**src/rtl/lamp_bank_pkg.sv**
```systemverilog
// Shared definitions for the lamp bank controller: mode encodings and a popcount helper.
package lamp_bank_pkg;

    typedef enum logic [1:0] {
        MODE_TOGGLE    = 2'b00,
        MODE_MOMENTARY = 2'b01,
        MODE_RADIO     = 2'b10,
        MODE_HOLD      = 2'b11
    } lamp_mode_e;

    localparam int MAX_LAMPS = 32;

    function automatic logic [5:0] popcount32(input logic [31:0] v);
        logic [5:0] c;
        c = '0;
        for (int i = 0; i < 32; i++) begin
            c = c + {5'b0, v[i]};
        end
        return c;
    endfunction

endpackage

```
**src/rtl/lamp_bank_ctrl_debounce.sv**
```systemverilog
// Per-button conditioning: 2-flop synchroniser, consecutive-cycle debounce filter, registered rise pulse.
// Rise pulse appears DEBOUNCE_CYCLES+2 edges after the raw input is first sampled; no backpressure.
module button_debounce
    import lamp_bank_pkg::*;
#(
    parameter int DEBOUNCE_CYCLES = 4
) (
    input  logic clk,
    input  logic reset,
    input  logic i_button,
    output logic o_db,
    output logic o_rise
);

    logic r_sync1;
    logic r_sync2;
    logic r_db_d;
    logic r_rise;
    logic w_db;

    always_ff @(posedge clk) begin
        if (reset) begin
            r_sync1 <= 1'b0;
            r_sync2 <= 1'b0;
        end else begin
            r_sync1 <= i_button;
            r_sync2 <= r_sync1;
        end
    end

    generate
        if (DEBOUNCE_CYCLES == 0) begin : g_bypass
            assign w_db = r_sync2;
        end else begin : g_filter
            localparam int CW = $clog2(DEBOUNCE_CYCLES + 1);
            localparam logic [CW-1:0] LAST = CW'(DEBOUNCE_CYCLES - 1);

            logic [CW-1:0] r_cnt;
            logic          r_db;

            // The level flips on the edge that completes the Nth consecutive differing sample.
            always_ff @(posedge clk) begin
                if (reset) begin
                    r_cnt <= '0;
                    r_db  <= 1'b0;
                end else if (r_sync2 == r_db) begin
                    r_cnt <= '0;
                end else if (r_cnt == LAST) begin
                    r_cnt <= '0;
                    r_db  <= r_sync2;
                end else begin
                    r_cnt <= r_cnt + 1'b1;
                end
            end

            assign w_db = r_db;
        end
    endgenerate

    always_ff @(posedge clk) begin
        if (reset) begin
            r_db_d <= 1'b0;
            r_rise <= 1'b0;
        end else begin
            r_db_d <= w_db;
            r_rise <= w_db & ~r_db_d;
        end
    end

    assign o_db   = w_db;
    assign o_rise = r_rise;

endmodule

```
**src/rtl/lamp_bank_ctrl.sv**
```systemverilog
// N-channel lamp controller (toggle/momentary/radio/hold) with saturating press counter.
// Press-to-lamp latency DEBOUNCE_CYCLES+3 edges; no backpressure. Optional idle auto-off: LAMP_AUTO_OFF_EN.
module lamp_bank_ctrl
    import lamp_bank_pkg::*;
#(
    parameter int N_LAMPS         = 5,
    parameter int DEBOUNCE_CYCLES = 4,
    parameter int CNT_W           = 8,
    parameter int TIMEOUT_CYCLES  = 1000
) (
    input  logic               clk,
    input  logic               reset,
    input  logic [N_LAMPS-1:0] button,
    input  logic [1:0]         mode,
    output logic [N_LAMPS-1:0] lamp,
    output logic [N_LAMPS-1:0] press_evt,
    output logic [CNT_W-1:0]   press_count,
    output logic [N_LAMPS-1:0] auto_off_evt
);

    localparam int SUM_W = CNT_W + 6;
    localparam logic [CNT_W-1:0] CNT_MAX = {CNT_W{1'b1}};
    localparam logic [N_LAMPS-1:0] ONE_N = N_LAMPS'(1);

    logic [N_LAMPS-1:0] w_db;
    logic [N_LAMPS-1:0] w_press;
    logic [N_LAMPS-1:0] w_radio_sel;
    logic [N_LAMPS-1:0] w_fire;
    logic [N_LAMPS-1:0] w_lamp_nxt;
    logic [5:0]         w_pop;
    logic [SUM_W-1:0]   w_sum;
    logic [CNT_W-1:0]   w_cnt_nxt;
    lamp_mode_e         w_mode;

    logic [N_LAMPS-1:0] r_lamp;
    logic [N_LAMPS-1:0] r_press_evt;
    logic [CNT_W-1:0]   r_cnt;
    logic [N_LAMPS-1:0] r_auto;

    genvar gi;
    generate
        for (gi = 0; gi < N_LAMPS; gi++) begin : g_chan
            button_debounce #(
                .DEBOUNCE_CYCLES(DEBOUNCE_CYCLES)
            ) u_debounce (
                .clk      (clk),
                .reset    (reset),
                .i_button (button[gi]),
                .o_db     (w_db[gi]),
                .o_rise   (w_press[gi])
            );
        end
    endgenerate

    assign w_mode      = lamp_mode_e'(mode);
    // Two's-complement trick isolates the lowest set bit, i.e. the winning radio channel.
    assign w_radio_sel = w_press & (~w_press + ONE_N);

`ifdef LAMP_AUTO_OFF_EN
    localparam int IW = $clog2(TIMEOUT_CYCLES + 1);
    localparam logic [IW-1:0] IDLE_LAST = IW'(TIMEOUT_CYCLES - 1);

    logic [IW-1:0]      r_idle [N_LAMPS];
    logic [N_LAMPS-1:0] w_timeout;

    always_ff @(posedge clk) begin
        for (int i = 0; i < N_LAMPS; i++) begin
            if (reset || w_press[i] || !r_lamp[i]) begin
                r_idle[i] <= '0;
            end else if (r_idle[i] != IDLE_LAST) begin
                r_idle[i] <= r_idle[i] + 1'b1;
            end
        end
    end

    always_comb begin
        w_timeout = '0;
        for (int i = 0; i < N_LAMPS; i++) begin
            w_timeout[i] = r_lamp[i] && (r_idle[i] == IDLE_LAST);
        end
    end

    // Radio presses rewrite the whole bank, so any press there overrides every pending timeout.
    always_comb begin
        w_fire = '0;
        case (w_mode)
            MODE_TOGGLE: w_fire = w_timeout & ~w_press;
            MODE_RADIO:  w_fire = (|w_press) ? '0 : w_timeout;
            default:     w_fire = '0;
        endcase
    end
`else
    logic w_unused_timeout;
    assign w_unused_timeout = (TIMEOUT_CYCLES > 0);
    assign w_fire           = '0;
`endif

    always_comb begin
        w_lamp_nxt = r_lamp;
        case (w_mode)
            MODE_TOGGLE:    w_lamp_nxt = r_lamp ^ w_press;
            MODE_MOMENTARY: w_lamp_nxt = w_db;
            MODE_RADIO: begin
                if (|w_press) begin
                    w_lamp_nxt = (r_lamp == w_radio_sel) ? '0 : w_radio_sel;
                end
            end
            default:        w_lamp_nxt = r_lamp;
        endcase
        w_lamp_nxt = w_lamp_nxt & ~w_fire;
    end

    assign w_pop     = popcount32(32'(w_press));
    assign w_sum     = SUM_W'(r_cnt) + SUM_W'(w_pop);
    assign w_cnt_nxt = (w_sum > SUM_W'(CNT_MAX)) ? CNT_MAX : w_sum[CNT_W-1:0];

    always_ff @(posedge clk) begin
        if (reset) begin
            r_lamp      <= '0;
            r_press_evt <= '0;
            r_cnt       <= '0;
            r_auto      <= '0;
        end else begin
            r_lamp      <= w_lamp_nxt;
            r_press_evt <= w_press;
            r_cnt       <= w_cnt_nxt;
            r_auto      <= w_fire;
        end
    end

    assign lamp         = r_lamp;
    assign press_evt    = r_press_evt;
    assign press_count  = r_cnt;
    assign auto_off_evt = r_auto;

endmodule
```
**config.mk**
```make
export PLATFORM = sky130hd
export DESIGN_NAME = lamp_bank_ctrl
export DESIGN_NICKNAME = d
export VERILOG_FILES = /design/src/rtl/lamp_bank_pkg.sv /design/src/rtl/lamp_bank_ctrl_debounce.sv /design/src/rtl/lamp_bank_ctrl.sv
export SDC_FILE = /design/constraint.sdc
export NUM_CORES = 1
export LEC_CHECK = 0
export ABC_AREA = 1
export BUFFER_PORTS_ARGS = -buffer_cell sky130_fd_sc_hd__buf_2
export CAP_MARGIN = 25
export CORE_MARGIN = 5
export CORE_UTILIZATION = 30
export CTS_BUF_LIST = sky130_fd_sc_hd__clkbuf_4
export DETAILED_ROUTE_END_ITERATION = 7
export PLACE_DENSITY = 0.53
export SLEW_MARGIN = 0
export SYNTH_ARGS = -nofsm -noshare
export SYNTH_HDL_FRONTEND = slang
export SYNTH_SLANG_ARGS = --single-unit
```
**constraint.sdc**
```tcl
create_clock -name clk -period 2.7 [get_ports clk]
set_input_delay 0.405 -clock clk [delete_from_list [all_inputs] [get_ports clk]]
set_output_delay 0.405 -clock clk [all_outputs]
set_load 0.02 [all_outputs]
```
==> run_results.csv <==
group,metric,value,unit
run_status,status,"complete, no violations",
logic_synthesis,ys_seq_area_share,47.0,%
drt,drt-vias-per-instance,4.26,
grt,grt-ovfl-total,0,
clock_network,clk_path_buf_depth,2,
logic_synthesis,synth_ff_type,"dfxtp_1",
pwr,p_total,1.61,mW
sta,worst_slack,0.0983,ns
sta,slew_viol_final,0,
worst_setup_path,critical_path_arrival,2.90,ns
pwr,power_density,554,nW/um^2
logic_synthesis,ys_seq_elements,58,
logic_synthesis,ys_top_cells_by_area,"dfxtp_1 (47%), ha_1 (8.6%), inv_1 (8.1%), nand2_1 (7.5%), nor2_1 (6.5%)",
logic_synthesis,syn-instance-count,307,
floorplanning,die_h,101,microns
floorplanning,row_count,33,
worst_setup_path,worstPathRequired,3.00,ns
place,preCtsSetupSlack,-0.0429,ns
finish,final_nets,374,
clock_network,cts_tree,"done",
grt,grt_first_pass_wirelength,8130,microns
drt,wl,4680,microns
worst_setup_path,endpoint_kind,"flip-flop",
clock_network,clock-sinks,58,
clock_network,clk_pin_slew_worst_paths,0.10,ns
drt,detail-route-antenna-nets,0,
sta,tightest_slew,0.504,ns
place,dpl.hpwl,3410,microns
drt,first_pass_iters,4,
finish,regArea,1160,sq um
drt,drt_iter0_markers,75,
worst_setup_path,r2r_cells,14,
logic_synthesis,synth.top_cell.area_share,47.0,%
flow_run,drv_cap,0,
worst_setup_path,path_class,"flip-flop to flip-flop",
place,gp_congestion,0.827,
logic_synthesis,synth_most_common_cell,"dfxtp_1",
place,io_buffer_count,26,
floorplanning,coreArea,8130,sq um
logic_synthesis,synth.avg_cell_area,8.04,sq um
sta,hold_viol_final,0,
logic_synthesis,synth_top_area_cell,"dfxtp_1",
finish,drive_above_1_share,17.7,%
logic_synthesis,yosysUniqueCellTypes,27,
logic_synthesis,synth_area,2470,sq um
finish,area_delta_synth_final,17.5,%
sta,clock_skew,0.0174,ns
pwr,power_leakage,1.33,nW
logic_synthesis,synth_edf_count,0,
sta,fin_setup_tns,0,ns
floorplanning,io_pins,32,
logic_synthesis,yosys_warnings,0,
sta,period_share,96.4,%
logic_synthesis,synthTopCellsByCount,"dfxtp_1 (58), inv_1 (53), nand2_1 (49), nor2_1 (43), a21oi_1 (31)",
finish,multi_input_area,1090,sq um
clock_network,cts.htree.levels,3,
worst_setup_path,crit_fanout,4,
floorplanning,initial_utilization,30.3,%
sta,setup_viol,0,
drt,avgRoutedWirePerCell,10.3,microns
finish,antenna_cells,0,
drt,drc,0,
sta,relSlewSlack,66.4,%
sta,fmaxAchievable,0.384,GHz
drt,num_vias,1938,
grt,grt_pass1_vias,1854,
clock_network,cts-buffers-inserted,9,
hold_path,whs_path_depth,3,
grt,antenna_found_initial,0,
sta,post-route-min-period,2.60,ns
grt,grt_max_degree,29,
hold_path,hold_path.class,"primary input to flip-flop",
floorplanning,die_area,10100,sq um
pwr,peakVddDrop,0.000152,V
logic_synthesis,async_flop_share,0,%
clock_network,clock_latency,0.39,ns
finish,nFillCells,850,
worst_setup_path,start_kind,"flip-flop",
grt,groute.usage.overall,10.1,%
clock_network,clock-root-buffer,"clkbuf_4",
floorplanning,die_w,101,microns
sta,rsz0062_at_grt,"yes",
## cells by family after synthesis
| logic type | count (synthesis) | share of synthesized area [%] |
|---|---|---|
| fa+ha+maj | 20 | 11.0 |
| flops | 58 | 47.0 |
| other cells | 1 | 0.152 |
| compound gates | 49 | 11.5 |
| xor+xnor | 3 | 1.06 |
| buf+inv | 65 | 10.6 |
| simple gates | 111 | 18.6 |
## cell usage in the layout (no fill, tap or decap), types with 6 or more instances in the layout
cell / synthesis / routed
buf_4: 5 / 6
ha_1: 17 / 16
inv_1: 53 / 52
nor2_1: 43 / 42
buf_2: 0 / 26
dfxtp_1: 58 / 57
a21oi_1: 31 / 31
nor3_1: 6 / 6
o21ai_0: 8 / 8
nand2_1: 49 / 46
nand3_1: 7 / 6
clkbuf_4: 0 / 10
## timing repair
item,CTS,global route
hold buffers,0,0
setup buffers,1,0
pin swaps,1,3
endpoints found under the setup margin,2,6
resized for setup,3,5
## worst max-delay path: stages, from the launching register on
cell and delay, ns:
dfxtp_2 0.34, fa_1 0.53, inv_1 0.05, fa_1 0.49, inv_2 0.05, ha_4 0.15
fa_2 0.34, nand2_2 0.07, nand2_2 0.06, nand3_2 0.07, nor2_2 0.04, nand2_2 0.08
nand2_1 0.06, o21ai_1 0.12, inv_1 0.05
## power by group
| part | internal (mW) | switching (mW) | total [mW] |
|---|---|---|---|
| registers | 0.870 | 0.0114 | 0.882 |
| clock network | 0.285 | 0.322 | 0.607 |
| logic | 0.0405 | 0.0790 | 0.120 |
| total | 1.20 | 0.413 | 1.61 |
## metal layers
| metal | routed length, microns | up-vias | track usage (%) |
|---|---|---|---|
| met4 | 40 | 0 | 4.87 |
| met5 | 0 | - | 0 |
| met2 | 2160 | 42 | 15.5 |
| met1 | 2230 | 856 | 12.5 |
| met3 | 245 | 6 | 3.94 |
| li1 | - | 1034 | - |
## metrics by stage
| step | hold WS [ns] | std cells | utilization [%] | cell area, sq um |
|---|---|---|---|---|
| floorplan | 0.373 | 311 | - | 2490 |
| detailed placement | 0.387 | 438 | 33.6 | 2730 |
| finish | 0.207 | 455 | 35.7 | 2900 |
| global route | 0.182 | 455 | 35.7 | 2900 |
| global placement | 0.378 | 438 | 33.6 | 2730 |
| CTS | 0.170 | 455 | 35.5 | 2880 |
## area by class of cell
| type | count | area share [%] |
|---|---|---|
| sequential | 58 | 40.1 |
| tap | 105 | 4.53 |
| clock buffer | 10 | 2.59 |
| clock inverter | 6 | 1.98 |
| inverter | 56 | 7.24 |
| multi-input combinational | 188 | 37.6 |
| timing repair buffer | 32 | 6.04 |
## flip-flops by register name, summed over array words and instances, names as in the netlist
signal / flops
g_chan.u_debounce.o_rise: 5
lamp: 5
g_chan.u_debounce.r_db_d: 5
press_evt: 5
press_count: 8
g_chan.u_debounce.r_sync1: 5
g_chan.u_debounce.r_sync2: 5
g_chan.u_debounce.o_db: 5
g_chan.u_debounce.g_filter.r_cnt: 15
## worst paths after layout
check                                                             from                                 endpoint  slack, ns
worst max-delay path                         press_count[0]$_SDFF_PP0_                press_count[5]$_SDFF_PP0_        0.1
worst min-delay path                                         button[2]  g_chan[2].u_debounce.r_sync1$_SDFF_PP0_       0.21
worst max register to register               press_count[0]$_SDFF_PP0_                press_count[5]$_SDFF_PP0_        0.1
worst min register to register  g_chan[2].u_debounce.r_db_d$_SDFF_PP0_   g_chan[2].u_debounce.o_rise$_SDFF_PP0_       0.39
(Power assumes the default switching activity.)
